`config.mk`:
```
export PLATFORM = sky130hd
export DESIGN_NAME = fib_encoder
export DESIGN_NICKNAME = d
export VERILOG_FILES = /design/src/rtl/fib_encoder.sv
export SDC_FILE = /design/constraint.sdc
export NUM_CORES = 1
export LEC_CHECK = 0
export ABC_AREA = 1
export BUFFER_PORTS_ARGS = -buffer_cell sky130_fd_sc_hd__buf_4
export CORE_ASPECT_RATIO = 1.1
export CORE_MARGIN = 1
export CORE_UTILIZATION = 61
export CTS_CLUSTER_SIZE = 8
export DETAILED_ROUTE_END_ITERATION = 8
export GPL_TIMING_DRIVEN = 0
export PLACE_DENSITY = 0.89
export SLEW_MARGIN = 20
export SYNTH_ARGS = -nofsm -noshare
export SYNTH_HDL_FRONTEND = slang
export SYNTH_SLANG_ARGS = --single-unit
```
`constraint.sdc`:
```
create_clock -name clk -period 5 [get_ports clk]
set_clock_uncertainty 0.05 [all_clocks]
set_input_delay 0.5 -clock clk [delete_from_list [all_inputs] [get_ports clk]]
set_output_delay 0.5 -clock clk [all_outputs]
set_load 0.05 [all_outputs]
```
`src/rtl/fib_encoder.sv`:
```
// Greedy Zeckendorf (Fibonacci) encoder: 64-bit unsigned value in,
// 92-digit Fibonacci code out, one digit decided per clock from the top down.
module fib_encoder (
    input  logic        clk,
    input  logic        rst,
    input  logic        start,
    input  logic [63:0] din,
    output logic        busy,
    output logic        done,
    output logic [91:0] code,
    output logic [6:0]  ones
);

    // F(93) is the largest Fibonacci number below 2^64; F(92) is its predecessor.
    localparam logic [63:0] F93 = 64'd12200160415121876738;
    localparam logic [63:0] F92 = 64'd7540113804746346429;

    typedef enum logic [1:0] {IDLE, RUN, DONE} state_t;

    state_t      state, state_nxt;
    logic [63:0] rem;   // value still to be represented
    logic [63:0] fhi;   // F(k) for the current step
    logic [63:0] flo;   // F(k-1), walks down with fhi
    logic [6:0]  k;     // current Fibonacci index, 93 down to 2

    // State register
    always_ff @(posedge clk or negedge rst) begin
        if (!rst) state <= IDLE;
        else      state <= state_nxt;
    end

    // Next-state: start only matters in IDLE; the k=2 step closes the run
    always_comb begin
        state_nxt = state;
        case (state)
            IDLE:    if (start) state_nxt = RUN;
            RUN:     if (k == 7'd2) state_nxt = DONE;
            DONE:    state_nxt = IDLE;
            default: state_nxt = IDLE;
        endcase
    end

    // Outputs follow the registered state, so busy/done change on the same edges as it
    always_comb begin
        busy = (state == RUN);
        done = (state == DONE);
    end

    // Datapath: load on acceptance, then one greedy subtraction test per RUN cycle.
    // No early exit when rem hits zero, so latency never depends on din.
    always_ff @(posedge clk or negedge rst) begin
        if (!rst) begin
            rem  <= '0;
            fhi  <= '0;
            flo  <= '0;
            code <= '0;
            ones <= '0;
            k    <= '0;
        end else begin
            case (state)
                IDLE: begin
                    if (start) begin
                        rem  <= din;
                        fhi  <= F93;
                        flo  <= F92;
                        code <= '0;
                        ones <= '0;
                        k    <= 7'd93;
                    end
                end
                RUN: begin
                    if (rem >= fhi) begin
                        code[k - 7'd2] <= 1'b1;
                        rem            <= rem - fhi;
                        ones           <= ones + 7'd1;
                    end
                    fhi <= flo;
                    flo <= fhi - flo;
                    k   <= k - 7'd1;
                end
                default: ;
            endcase
        end
    end

endmodule

```
==> metrics.txt <==
Synth cell types=40; CP top delay family=buffers and inverters; Nets=4488; CP dominant cell by count=clkbuf_1; GRT Residual Overflow=0; critical-path cell list=nor2_2, clkbuf_1, clkbuf_1, buf_4; DIE WIDTH=193 µm; VDD IR max=222 µV; CTS tree=done; ANT cells=0; CP peak stage delay=roughly 0.64 ns; Area Growth Syn to Fin=13.0%; pin count of the biggest net entering global routing=100; fmax=267 MHz; PostCTS Resize Cnt=0; Net Count, Synth=about 4300; Mean Syn Cell Area=~6 µm²; GP Congestion=1.07; Die Footprint=40900 µm²; number of iterations in the first detailed-routing pass=6; RSZ-0062 raised after global routing=false; I/O Buffers=about 170; Post-Syn Area=24500 µm²; Critical Path AT=roughly 3.2 ns; Bufs on Longest Clock Path=3; final hold vios=0; Initial Util=between 60% and 70%; Routed Wire Length=~90000 µm; vias in the first global route=25500; clock period minus worst slack=3.75 ns; Post-CTS Setup Inserts=0; CP Buf/Inv Count=3; initial antenna violation count=0; Tcrit/Tclk final=75.0%; share of cells above drive strength 1=6.82%; actual slew at the worst max-slew pin=around 1.1 ns; Synth Warn #=0; routed length per placed instance=18.2 µm; Mapped Cells=4073; Hold Path Class=input pin to register; setup_tns=0 ns; HPWL Detailed=68200 µm; Slowest cell on crit path=clkbuf_1; Max-Slew Margin vs Limit=26.7%; CP Launch Type=register; Hold-fix buffers, CTS=1; Final Non-Filler Cells=between 4000 and 5000; dpl cells=4750; total CTS buffers=44; first-pass GRT wire length=134000 µm; Static Leak=around 0.016 µW; Routed Antenna Nets=0; GR Util All Layers=around 43%; Floorplan Core Area=about 39000 µm²; CP Data Required Time=between 4 and 5 ns; outcome=finished clean; Top FF cell, synth=dfrtp_1; setup violators final=0; register area share after synthesis=30.7%; CTS Root Buffer Type=clkbuf_16; CTS H-tree lvls=2; Pwr per Cell Area=190 nW/µm²; MaxCap Viol Count=0; Via-to-Cell Ratio=5.55; IO Count=168; CP Max Fanout=10; via count=26700; flops & latches, synth=300; Residual DRC=0; Post-synth EDFFs=0; 1st-iter DRT viols=2469; clock-pin slew on the worst setup and hold paths=0.05 ns; crit path capture type=primary output; max-slew violation count=0; Cell Rows=76; Setup CP Type=register to primary output; fillers=3606; Sink Count=300; Die Y=~210 µm; ys async rst share=100%; final core occ=70.3%; Skew-Pair Late Insertion Delay=~0.60 ns
-- power by group --
part | switching, µW | internal (µW)
sequential | 0 | 2430
clock | 1130 | 1600
combinational | 59.9 | 40.0
-- state kept, by name (all words and copies together), names as in the netlist --
register,flops
fhi,64
flo,64
code,92
rem,64
ones,7
k,7
state,2
-- through the flow --
stage	total power, µW	cell area, µm²	hold WS (ns)	setup slack, ns
after floorplan	2470	24500	0.154	2.57
after global placement	2560	26400	0.406	0.644
after detailed placement	2570	26500	0.320	1.58
after CTS	5260	27700	0.154	1.33
after global routing	5370	27700	0.182	1.24
final	5270	27700	0.156	1.25
-- worst min-delay path, stage by stage --
cell and delay [ns]:
buf_4 0.07, nand2_1 0.04, nand2_1 0.05, nand2_1 0.04, nand2_1 0.04
-- layout make-up --
| cell class | instances | area, µm² | share of cell area (%) |
|---|---|---|---|
| Clock inverter | 5 | 55.1 | 0.199 |
| Multi-Input combinational cell | 2911 | 13600 | 49.2 |
| Tap cell | 507 | 634 | 2.29 |
| Timing Repair Buffer | 171 | 1350 | 4.89 |
| Inverter | 768 | 2880 | 10.4 |
| Buffer | 94 | 478 | 1.73 |
| Clock buffer | 47 | 1140 | 4.13 |
| Sequential cell | 300 | 7510 | 27.1 |
-- per-layer routing --
metal / part of all wire [%] / GRT usage (%) / vias to the layer above
met1: 38 / 51.1 / 12000
met3: 9.6 / 10.5 / 368
met2: 45 / 68.9 / 1294
met4: 8.0 / 31.4 / 0
li1: - / - / 12900
met5: 0 / 0 / -
-- synth_stat cells (3+ instances only) --
library cell	number	area (µm²)
a21oi_1	230	1150
nor4_1	7	43.8
nand2_2	3	18.8
and2_1	9	56.3
o21bai_1	16	120
buf_2	12	60.1
buf_1	6	22.5
or2_2	17	106
buf_4	7	52.6
clkbuf_1	58	218
xnor2_1	12	105
nor3_1	29	145
nand4_1	22	138
xor2_1	19	166
inv_2	9	33.8
nand2_1	1618	6070
o21ai_0	140	701
inv_1	759	2850
nand3_1	192	961
ha_1	129	1610
o22ai_1	58	363
nand3b_1	21	158
nor2_1	332	1250
nor2_2	9	56.3
dfrtp_1	300	7510
a22oi_1	28	210
buf_6	11	124
-- final timing paths --
kind                                      start              endpoint  slack [ns]  depth (start not counted)
min in group asynchronous                   rst    fhi[9]$_DFFE_PN0P_        0.30                          2
hold reg to reg            state[1]$_DFFE_PN0P_  state[1]$_DFFE_PN0P_        0.43                          1
max in group asynchronous                   rst   fhi[62]$_DFFE_PN0P_        3.35                          4
hold / removal                          din[31]   rem[31]$_DFFE_PN0P_        0.16                          5
setup reg to reg           state[1]$_DFFE_PN0P_   fhi[60]$_DFFE_PN0P_        1.41                          6
setup / recovery           state[1]$_DFFE_PN0P_                  busy        1.25                          4
-- cell usage in the layout (no fill, tap or decap), types with 58 or more instances in the layout --
cell type / n
buf_4: 173
dfrtp_1: 300
nand3_1: 192
ha_1: 129
nor2_1: 332
a21oi_1: 230
inv_1: 759
o21ai_0: 140
nand2_1: 1618
o22ai_1: 58
-- logic make-up after synthesis --
kind of cell	Yosys count	synth area share, %
xor+xnor	31	1.11
fa+ha+maj	131	6.76
mux	2	0.0818
simple gates	2262	36.8
flops	300	30.7
compound gates	485	10.8
buf+inv	862	13.7
Note: power is estimated with default switching activity, not from simulation.
